$ cat src/rtl/mips_if_pkg.sv
// mips_if_pkg: shared definitions for the instruction-fetch slice.
//   - ADDR_W / INST_W : bus address and instruction widths
//   - NOP_INST_DEFAULT: instruction word used at reset and on fetch abort
//   - fetch_state_t   : fetch sequencer state encoding (IDLE/REQ/DISCARD)
package mips_if_pkg;

    localparam int ADDR_W = 32;
    localparam int INST_W = 32;

    localparam logic [INST_W-1:0] NOP_INST_DEFAULT = 32'h0000_0000;

    typedef enum logic [1:0] {
        IDLE    = 2'd0,
        REQ     = 2'd1,
        DISCARD = 2'd2
    } fetch_state_t;

endpackage

$ cat src/rtl/if_fetch_ctrl_if.sv
// if_fetch_ctrl_if: instruction bus between the fetch sequencer (master)
// and the instruction memory / bus slave.
//   ibus_req_o   master->slave  read request
//   ibus_addr_o  master->slave  read address
//   ibus_ack_i   slave->master  read complete, ibus_rdata_i valid this cycle
//   ibus_rdata_i slave->master  read data
//
// Handshake: once ibus_req_o rises, ibus_addr_o stays constant and
// ibus_req_o stays high until the cycle in which ibus_ack_i is sampled
// high (or a reset/timeout abandons the request). A cycle with both
// ibus_req_o and ibus_ack_i high completes exactly one read; ibus_ack_i
// while ibus_req_o is low carries no meaning.
interface if_fetch_ctrl_if;
    import mips_if_pkg::*;

    logic              ibus_req_o;
    logic [ADDR_W-1:0] ibus_addr_o;
    logic              ibus_ack_i;
    logic [INST_W-1:0] ibus_rdata_i;

    modport master (
        output ibus_req_o,
        output ibus_addr_o,
        input  ibus_ack_i,
        input  ibus_rdata_i
    );

    modport slave (
        input  ibus_req_o,
        input  ibus_addr_o,
        output ibus_ack_i,
        output ibus_rdata_i
    );

endinterface

$ cat src/rtl/fetch_timeout_cnt.sv
// fetch_timeout_cnt: counts cycles a fetch request waits for ack and flags
// expiry. Used by if_fetch_ctrl only when FETCH_TIMEOUT_EN is defined.
//   clk, rst  clock, synchronous active-high reset
//   busy_i    request outstanding (REQ or DISCARD)
//   ack_i     bus ack this cycle
//   expire_o  combinational: this is the last permitted waiting cycle
module fetch_timeout_cnt #(
    parameter int unsigned TIMEOUT_CYCLES = 255
) (
    input  logic clk,
    input  logic rst,
    input  logic busy_i,
    input  logic ack_i,
    output logic expire_o
);

    // Largest value held is TIMEOUT_CYCLES-1.
    localparam int CNT_W = (TIMEOUT_CYCLES < 2) ? 1 : $clog2(TIMEOUT_CYCLES);
    localparam logic [CNT_W-1:0] CNT_LAST = CNT_W'(TIMEOUT_CYCLES - 1);

    logic [CNT_W-1:0] cnt_q;
    logic [CNT_W-1:0] cnt_d;

    assign expire_o = busy_i && !ack_i && (cnt_q == CNT_LAST);

    // Leaving REQ/DISCARD happens exactly on ack or expiry, so both clear.
    always_comb begin
        cnt_d = '0;
        if (busy_i && !ack_i && !expire_o) begin
            cnt_d = cnt_q + 1'b1;
        end
    end

    always_ff @(posedge clk) begin
        if (rst) begin
            cnt_q <= '0;
        end else begin
            cnt_q <= cnt_d;
        end
    end

endmodule

$ cat src/rtl/if_fetch_ctrl.sv
// if_fetch_ctrl: instruction-fetch sequencer between the IF-stage PC and
// the instruction bus. One read outstanding at most, 2 cycles/instruction
// minimum. Flushed fetches are completed on the bus and their data dropped.
//
// Optional feature: define FETCH_TIMEOUT_EN to abort a fetch that waits
// TIMEOUT_CYCLES cycles without ack (fetch_err_o pulse, NOP delivered).
//
// Ports:
//   clk, rst      clock, synchronous active-high reset
//   pc_i          fetch address from the PC register
//   ce_i          PC chip enable (low = no fetching)
//   flush_i       redirect: drop the outstanding fetch result
//   id_stall_i    stall from ID or later stages
//   ibus          instruction bus, master side
//   inst_o        fetched instruction to IF/ID
//   inst_valid_o  inst_o holds an unconsumed instruction
//   stallreq_o    freeze PC while a fetch is pending
//   fetch_err_o   one-cycle pulse on fetch timeout
//   state_o       current sequencer state (debug)
module if_fetch_ctrl
    import mips_if_pkg::*;
#(
    parameter int unsigned       TIMEOUT_CYCLES = 255,
    parameter logic [INST_W-1:0] NOP_INST       = NOP_INST_DEFAULT
) (
    input  logic                clk,
    input  logic                rst,
    input  logic [ADDR_W-1:0]   pc_i,
    input  logic                ce_i,
    input  logic                flush_i,
    input  logic                id_stall_i,
    if_fetch_ctrl_if.master     ibus,
    output logic [INST_W-1:0]   inst_o,
    output logic                inst_valid_o,
    output logic                stallreq_o,
    output logic                fetch_err_o,
    output fetch_state_t        state_o
);

    fetch_state_t      state_q, state_d;
    logic [ADDR_W-1:0] addr_q, addr_d;
    logic [INST_W-1:0] inst_q, inst_d;
    logic              valid_q, valid_d;
    logic              err_q, err_d;
    logic              expire;

`ifdef FETCH_TIMEOUT_EN
    fetch_timeout_cnt #(
        .TIMEOUT_CYCLES (TIMEOUT_CYCLES)
    ) u_timeout (
        .clk      (clk),
        .rst      (rst),
        .busy_i   (state_q != IDLE),
        .ack_i    (ibus.ibus_ack_i),
        .expire_o (expire)
    );
`else
    // No timeout: a request waits for ack indefinitely, so err_q never sets.
    assign expire = 1'b0;
`endif

    assign ibus.ibus_req_o  = (state_q != IDLE);
    assign ibus.ibus_addr_o = addr_q;
    assign inst_o           = inst_q;
    assign inst_valid_o     = valid_q;
    assign fetch_err_o      = err_q;
    assign state_o          = state_q;

    // Only an ack in REQ (or an abort) releases the PC; an ack in DISCARD
    // completes a dead fetch, so the PC stays frozen through it.
    assign stallreq_o = ce_i && !((state_q == REQ) && ibus.ibus_ack_i) && !expire;

    always_comb begin
        state_d = state_q;
        addr_d  = addr_q;
        inst_d  = inst_q;
        valid_d = valid_q;
        err_d   = 1'b0;

        // The held word is consumed by the first non-stalled cycle.
        if (valid_q && !id_stall_i) begin
            valid_d = 1'b0;
        end

        case (state_q)
            IDLE: begin
                if (ce_i && !id_stall_i) begin
                    addr_d  = pc_i;
                    state_d = REQ;
                end
            end
            REQ: begin
                if (ibus.ibus_ack_i) begin
                    state_d = IDLE;
                    // Flush wins over a same-cycle ack; ce_i low drops the word.
                    if (!flush_i && ce_i) begin
                        inst_d  = ibus.ibus_rdata_i;
                        valid_d = 1'b1;
                    end
                end else if (expire) begin
                    state_d = IDLE;
                    err_d   = 1'b1;
                    if (!flush_i) begin
                        inst_d  = NOP_INST;
                        valid_d = 1'b1;
                    end
                end else if (flush_i) begin
                    state_d = DISCARD;
                end
            end
            DISCARD: begin
                if (ibus.ibus_ack_i) begin
                    state_d = IDLE;
                end else if (expire) begin
                    state_d = IDLE;
                    err_d   = 1'b1;
                end
            end
            default: begin
                state_d = IDLE;
            end
        endcase
    end

    always_ff @(posedge clk) begin
        if (rst) begin
            state_q <= IDLE;
            addr_q  <= '0;
            inst_q  <= NOP_INST;
            valid_q <= 1'b0;
            err_q   <= 1'b0;
        end else begin
            state_q <= state_d;
            addr_q  <= addr_d;
            inst_q  <= inst_d;
            valid_q <= valid_d;
            err_q   <= err_d;
        end
    end

endmodule

$ cat src/flat_wrapper.sv
// flat-port wrapper written by rule: the top's interface ports become plain ports
module if_fetch_ctrl_flat import mips_if_pkg::*;
#(
    parameter int unsigned       TIMEOUT_CYCLES = 255,
    parameter logic [INST_W-1:0] NOP_INST       = NOP_INST_DEFAULT
)
  (clk, rst, pc_i, ce_i, flush_i, id_stall_i, inst_o, inst_valid_o, stallreq_o, fetch_err_o, state_o, ibus_ibus_req_o, ibus_ibus_addr_o, ibus_ibus_ack_i, ibus_ibus_rdata_i);
  if_fetch_ctrl_if ibus_i ();
  input  logic clk;
  input  logic rst;
  input  logic [ADDR_W-1:0] pc_i;
  input  logic ce_i;
  input  logic flush_i;
  input  logic id_stall_i;
  output logic [INST_W-1:0] inst_o;
  output logic inst_valid_o;
  output logic stallreq_o;
  output logic fetch_err_o;
  output fetch_state_t state_o;
  output wire logic [$bits(ibus_i.ibus_req_o)-1:0] ibus_ibus_req_o;
  output wire logic [$bits(ibus_i.ibus_addr_o)-1:0] ibus_ibus_addr_o;
  input wire logic [$bits(ibus_i.ibus_ack_i)-1:0] ibus_ibus_ack_i;
  input wire logic [$bits(ibus_i.ibus_rdata_i)-1:0] ibus_ibus_rdata_i;
  assign ibus_ibus_req_o = ibus_i.ibus_req_o;
  assign ibus_ibus_addr_o = ibus_i.ibus_addr_o;
  assign ibus_i.ibus_ack_i = ibus_ibus_ack_i;
  assign ibus_i.ibus_rdata_i = ibus_ibus_rdata_i;
  if_fetch_ctrl #(.TIMEOUT_CYCLES(TIMEOUT_CYCLES), .NOP_INST(NOP_INST)) u_core (.clk(clk), .rst(rst), .pc_i(pc_i), .ce_i(ce_i), .flush_i(flush_i), .id_stall_i(id_stall_i), .ibus(ibus_i), .inst_o(inst_o), .inst_valid_o(inst_valid_o), .stallreq_o(stallreq_o), .fetch_err_o(fetch_err_o), .state_o(state_o));
endmodule
$ cat config.mk
export PLATFORM = sky130hd
export DESIGN_NAME = if_fetch_ctrl_flat
export DESIGN_NICKNAME = d
export VERILOG_FILES = /design/src/rtl/mips_if_pkg.sv /design/src/rtl/if_fetch_ctrl_if.sv /design/src/rtl/fetch_timeout_cnt.sv /design/src/rtl/if_fetch_ctrl.sv /design/src/flat_wrapper.sv
export SDC_FILE = /design/constraint.sdc
export NUM_CORES = 1
export LEC_CHECK = 0
export ABC_AREA = 1
export BUFFER_PORTS_ARGS = -buffer_cell sky130_fd_sc_hd__buf_2
export CAP_MARGIN = 30
export CORE_MARGIN = 1
export CORE_UTILIZATION = 46
export CTS_BUF_LIST = sky130_fd_sc_hd__clkbuf_8
export DETAILED_ROUTE_END_ITERATION = 7
export PLACE_DENSITY = 0.82
export SYNTH_ARGS = -nofsm -noshare
export SYNTH_HDL_FRONTEND = slang
export SYNTH_SLANG_ARGS = --single-unit
$ cat constraint.sdc
create_clock -name clk -period 1.4 [get_ports clk]
set_clock_uncertainty 0.05 [all_clocks]
set_input_delay 0.28 -clock clk [delete_from_list [all_inputs] [get_ports clk]]
set_output_delay 0.28 -clock clk [all_outputs]
set_load 0.1 [all_outputs]
==> reports/results.tsv, run 1 <==
stage	metric	value	unit
status	status	finished with violations	
status	violations	setup timing	
sta	finalSetupViolCount	2	
detailed_routing	vias_per_cell	4.57	
sta	fin_crit_sh	1.06	
global_route	antenna_found_initial	0	
layout	diodes	0	
layout	stdcell_area	4020	um2
layout	layout_common_cells	nand2_1 (100), buf_2 (69), buf_4 (69), nor2_1 (67), dfxtp_1 (65)	
pwr	p_leak	1.96	nW
sta	hold_viol	0	
floorplan	floorplan.initialDensity	0.478	
floorplan	dieArea	6030	um2
floorplan	fp-row-count	27	
detailed_routing	wl_per_cell	10.8	um
critical_path	crit_fanout	4	
sta	fin_crit	1.48	ns
synthesis	synth_fa_ha_area_frac	0	
detailed_routing	drt_iter0_markers	86	
synthesis	postSynthAreaPerCell	7.07	um2
critical_path	path_cells	nor2_4 > clkinvlp_4 > buf_12	
sta	drv_slew	0	
detailed_routing	drt-total-wl	6350	um
pwr	p_per_area	1100	nW/um2
pwr	vdd_ir_drop_max	0.000750	V
clock_tree	cts_tree	yes	
worst_hold_path	holdCritPathClass	in -> reg	
worst_hold_path	worst_hold_path.num_cells	3	
synthesis	synthMuxAreaShare	0	
critical_path	cp-end-kind	output port	
clock_tree	cts_hold_buf	0	
clock_tree	cts_buffers	9	
synthesis	ys_seq_area_frac	0.510	
global_route	grt.total_usage	0.214	
synthesis	synth-seq-cells	67	
placement	dp_hpwl	4400	um
clock_tree	htreeDepth	3	
synthesis	synthCells	372	
clock_tree	cts_buffer_depth	2	
clock_tree	clock-sinks	67	
synthesis	synth_xor_area_frac	0	
detailed_routing	ant_nets	0	
floorplan	core_area	5510	um2
global_route	grt_max_degree	66	
critical_path	timing.rr.start	u_core.state_o[1]$_SDFFE_PP0P_	
global_route	grt_pass1_wl	10200	um
placement	numPortBuffers	138	
critical_path	r2r_end	u_core.inst_o[2]$_SDFFE_PP0P_	
critical_path	regToRegSetupSlack	0.01	ns
layout	final_nets	584	
critical_path	crit_slowest_cell	dfxtp_4	
clock_tree	clk_latency	0.32	ns
critical_path	r2r_cells	8	
worst_hold_path	worstHoldStart	pc_i[24]	
clock_tree	clockRootBuffer	clkbuf_8	
clock_tree	path_clk_slew	0.07	ns
detailed_routing	drc	0	
critical_path	worst-setup-path-type	reg -> out	
pwr	p_total	4.43	mW
floorplan	die_h	77.6	um
layout	drive_gt1_frac	0.344	
detailed_routing	first_pass_iters	6	
synthesis	synth_top_family_by_area	simple AND/OR/NAND/NOR gates	
synthesis	synth_compound_area_frac	0.0647	
floorplan	dieWidth	77.6	um
placement	placedInstanceArea	3630	um2
sta	max_freq	674	MHz
detailed_routing	via_count	2689	
global_route	grt_pass1_vias	2425	
synthesis	ys.warnings.count	0	
layout	layout_commonest_cell	nand2_1	
worst_hold_path	hold-path-endpoint	u_core.ibus.ibus_addr_o[24]$_SDFFE_PP0P_	
critical_path	cp_slowest_stage_delay	0.36	ns
critical_path	startpoint_type	flip-flop	
sta	rsz0062_at_grt	true	
critical_path	worstPathArrival	1.15	ns
global_route	grt_overflow	0	
synthesis	postSynthNetCount	442	
sta	worst_slack	-0.0844	ns
job	drv_cap	0	
synthesis	ys_types	14	
floorplan	io_pins	140	
layout	area_growth_syn_to_layout	52.6	%
synthesis	syn_area	2630	um2
placement	gp_congestion	0.745	
critical_path	worstPathRequired	1.07	ns
synthesis	yosys.area_share.simple	0.313	
## flip-flops by register name, indices dropped and copies added (netlist names)
name	flops
u_core.ibus.ibus_addr_o	32
u_core.inst_o	32
u_core.inst_valid_o	1
u_core.state_o	2
## power breakdown
part / internal [mW] / switching (mW)
clock: 0.839 / 0.654
combinational: 0.271 / 0.672
sequential: 1.96 / 0.0348
## layout make-up
type / instances / area (um2)
fillers: 430 / 1490
multi-input cells: 241 / 1030
flip-flops and latches: 67 / 1350
clock buffers: 10 / 138
well taps: 72 / 90.1
inverters: 40 / 160
repair buffers: 155 / 1200
clock inverters: 4 / 43.8
## metal layers
| metal | part of all wire | GRT usage | routed length (um) | vias up |
|---|---|---|---|---|
| li1 | - | - | - | 1413 |
| met3 | 0.089 | 0.0682 | 565 | 10 |
| met1 | 0.41 | 0.229 | 2610 | 1164 |
| met4 | 0.016 | 0.0962 | 103 | 0 |
| met5 | 0 | 0 | 0 | - |
| met2 | 0.48 | 0.383 | 3080 | 102 |
## cells in the mapped netlist
master	number	area, um2
a21oi_1	34	170
buf_1	3	11.3
buf_2	11	55.1
buf_4	4	30.0
buf_6	3	33.8
clkbuf_1	3	11.3
conb_1	1	3.75
dfxtp_1	67	1340
inv_1	40	150
nand2_1	101	379
nand3_1	33	165
nand4_1	2	12.5
nor2_1	68	255
nor2_2	2	12.5
## critical path: cells and delay by family, from the launching register on
| family | cells | cell delay (ns) |
|---|---|---|
| buffers and inverters | 2 | 0.29 |
| DFF | 1 | 0.36 |
| and+or+nand+nor | 1 | 0.17 |
## cell families (layout without fill, tap and decap cells)
logic type,Yosys count,count (layout)
buffers and inverters,64,209
AO/OA/AOI/OAI,34,34
other,1,1
flip-flops,67,67
AND/OR/NAND/NOR,206,206
## worst max path at each step
stage | start | endpoint | slack, ns | cells after the start
floorplan | u_core.state_o[0]$_SDFFE_PP0P_ | ibus_ibus_req_o | -0.13 | 3
global placement | u_core.state_o[1]$_SDFFE_PP0P_ | u_core.inst_o[27]$_SDFFE_PP0P_ | 0.12 | 7
detailed placement | u_core.state_o[1]$_SDFFE_PP0P_ | u_core.inst_o[1]$_SDFFE_PP0P_ | 0.07 | 7
CTS | u_core.state_o[1]$_SDFFE_PP0P_ | stallreq_o | -0.12 | 5
global route | u_core.state_o[1]$_SDFFE_PP0P_ | ibus_ibus_req_o | -0.13 | 3
finish | u_core.state_o[1]$_SDFFE_PP0P_ | ibus_ibus_req_o | -0.08 | 3
## timing repair
item	4_1_cts	5_1_grt
endpoints found under the setup margin	57	2
pin swaps	1	1
buffers inserted	3	4
gates resized for setup	58	1
## through the flow
stage	std cells	TNS, ns	hold slack [ns]	setup WS, ns	util
floorplan	372	-0.228	0.389	-0.127	-
finish	589	-0.166	0.166	-0.0844	0.729
detailed placement	568	0	0.397	0.0681	0.659
global route	589	-1.73	0.162	-0.134	0.729
global placement	568	0	0.394	0.121	0.659
CTS	585	-0.242	0.148	-0.122	0.723
Power figures use the tool's default switching activity.
==> run 2: changes to the inputs <==
- SETUP_SLACK_MARGIN: default -> 0.05
==> reports/results.tsv, run 2 (synthesis results as in run 1) <==
stage	metric	value	unit
status	status	finished with violations	
status	violations	setup timing	
critical_path	path_cells	inv_4 > nand3_4 > nand2_4 > clkinvlp_4 > buf_12	
worst_hold_path	holdCritPathClass	in -> reg	
critical_path	cp_slowest_stage_delay	0.37	ns
layout	stdcell_area	4140	um2
sta	worst_slack	-0.0907	ns
sta	fin_crit_sh	1.06	
detailed_routing	drt-total-wl	7470	um
detailed_routing	vias_per_cell	4.75	
floorplan	io_pins	140	
clock_tree	clk_latency	0.33	ns
sta	finalSetupViolCount	6	
detailed_routing	via_count	2831	
floorplan	floorplan.initialDensity	0.478	
detailed_routing	wl_per_cell	12.5	um
global_route	grt_overflow	0	
layout	layout_commonest_cell	nand2_1	
floorplan	die_h	77.6	um
critical_path	crit_fanout	3	
sta	rsz0062_at_grt	true	
layout	fill_cells	374	
layout	final_nets	589	
pwr	p_per_area	1050	nW/um2
critical_path	startpoint_type	flip-flop	
detailed_routing	ant_nets	0	
floorplan	dieWidth	77.6	um
placement	dp_hpwl	4520	um
sta	hold_viol	0	
placement	gp_congestion	0.735	
sta	max_freq	671	MHz
clock_tree	path_clk_slew	0.07	ns
pwr	p_leak	2.02	nW
critical_path	crit_slowest_cell	dfxtp_4	
sta	tns	-0.145	ns
detailed_routing	drt_iter0_markers	101	
placement	numPortBuffers	138	
floorplan	core_area	5510	um2
sta	drv_slew	0	
placement	placedInstanceArea	3630	um2
pwr	vdd_ir_drop_max	0.000700	V
global_route	grt_pass1_wl	10800	um
clock_tree	cts_buffers	9	
critical_path	cp-end-kind	output port	
global_route	grt_pass1_vias	2475	
detailed_routing	first_pass_iters	4	
clock_tree	clock-sinks	67	
global_route	antenna_found_initial	0	
clock_tree	htreeDepth	3	
global_route	grt_max_degree	43	
layout	layout_common_cells	nand2_1 (100), buf_2 (69), nor2_1 (67), dfxtp_1 (65), buf_4 (64)	
critical_path	worstPathArrival	1.16	ns
job	drv_cap	0	
floorplan	dieArea	6030	um2
sta	fin_crit	1.49	ns
critical_path	worstPathRequired	1.07	ns
floorplan	fp-row-count	27	
clock_tree	cts_hold_buf	0	
global_route	grt.total_usage	0.227	
clock_tree	cts_buffer_depth	2	
detailed_routing	drc	0	
clock_tree	cts_tree	yes	
critical_path	worst-setup-path-type	reg -> out	
layout	area_growth_syn_to_layout	57.5	%
layout	diodes	0	
layout	drive_gt1_frac	0.349	
clock_tree	clockRootBuffer	clkbuf_8	
[run 2: cell count changes in the layout (fill, tap and decap cells not counted), sizes merged]
cell    before  now
bufinv       1    0
buf        155  157
inv         39   41
clkbuf      10   14
[run 2: power by group]
part	internal, mW	switching [mW]	total (mW)	leakage (nW)
Sequential	1.96	0.0380	2.00	0.545
Combinational	0.278	0.681	0.959	1.38
Clock	0.715	0.686	1.40	0.103
Total	2.95	1.40	4.36	2.02
[run 2: worst paths after layout]
path	slack [ns]	start	depth (start not counted)	end
setup / recovery	-0.09	u_core.state_o[1]$_SDFFE_PP0P_	5	stallreq_o
hold / removal	0.16	pc_i[24]	3	u_core.ibus.ibus_addr_o[24]$_SDFFE_PP0P_
setup reg to reg	-0.01	u_core.state_o[1]$_SDFFE_PP0P_	9	u_core.inst_o[27]$_SDFFE_PP0P_
hold reg to reg	0.41	u_core.ibus.ibus_addr_o[8]$_SDFFE_PP0P_	2	u_core.ibus.ibus_addr_o[8]$_SDFFE_PP0P_
[run 2: stage by stage]
step	hold WS, ns	utilization	setup WS, ns	power [mW]	std cells
after detailed placement	0.399	0.660	0.0705	2.94	567
after CTS	0.155	0.727	-0.0820	4.36	589
after global routing	0.155	0.753	-0.137	4.52	596
after global placement	0.394	0.660	0.132	2.92	567
after floorplan	0.389	-	-0.127	2.69	372
final	0.165	0.753	-0.0907	4.36	596
[run 2: area by class of cell]
type / count / area, um2 / area share
flip-flops and latches: 67 / 1350 / 0.325
repair buffers: 160 / 1340 / 0.324
multi-input cells: 241 / 1030 / 0.249
inverters: 40 / 160 / 0.0386
clock buffers: 11 / 151 / 0.0365
well taps: 72 / 90.1 / 0.0217
clock inverters: 5 / 21.3 / 0.00513
[run 2: critical path: cells and delay by family, from the launching register on]
kind	cells	cell delay, ns
AND/OR/NAND/NOR	2	0.14
flip-flops	1	0.37
buffers and inverters	3	0.32
[run 2: what timing repair did]
item,in CTS,in global routing
gates cloned,0,6
setup endpoints to repair,57,37
setup buffers,6,1
pin swaps,2,1
resized for setup,59,3
[run 2: routing by layer]
| layer | GRT usage | vias up | part of all wire | routed length, um |
|---|---|---|---|---|
| met4 | 0.108 | 0 | 0.011 | 81 |
| met2 | 0.396 | 112 | 0.51 | 3770 |
| met3 | 0.0871 | 6 | 0.090 | 669 |
| li1 | - | 1423 | - | - |
| met1 | 0.240 | 1290 | 0.39 | 2940 |
| met5 | 0 | - | 0 | 0 |
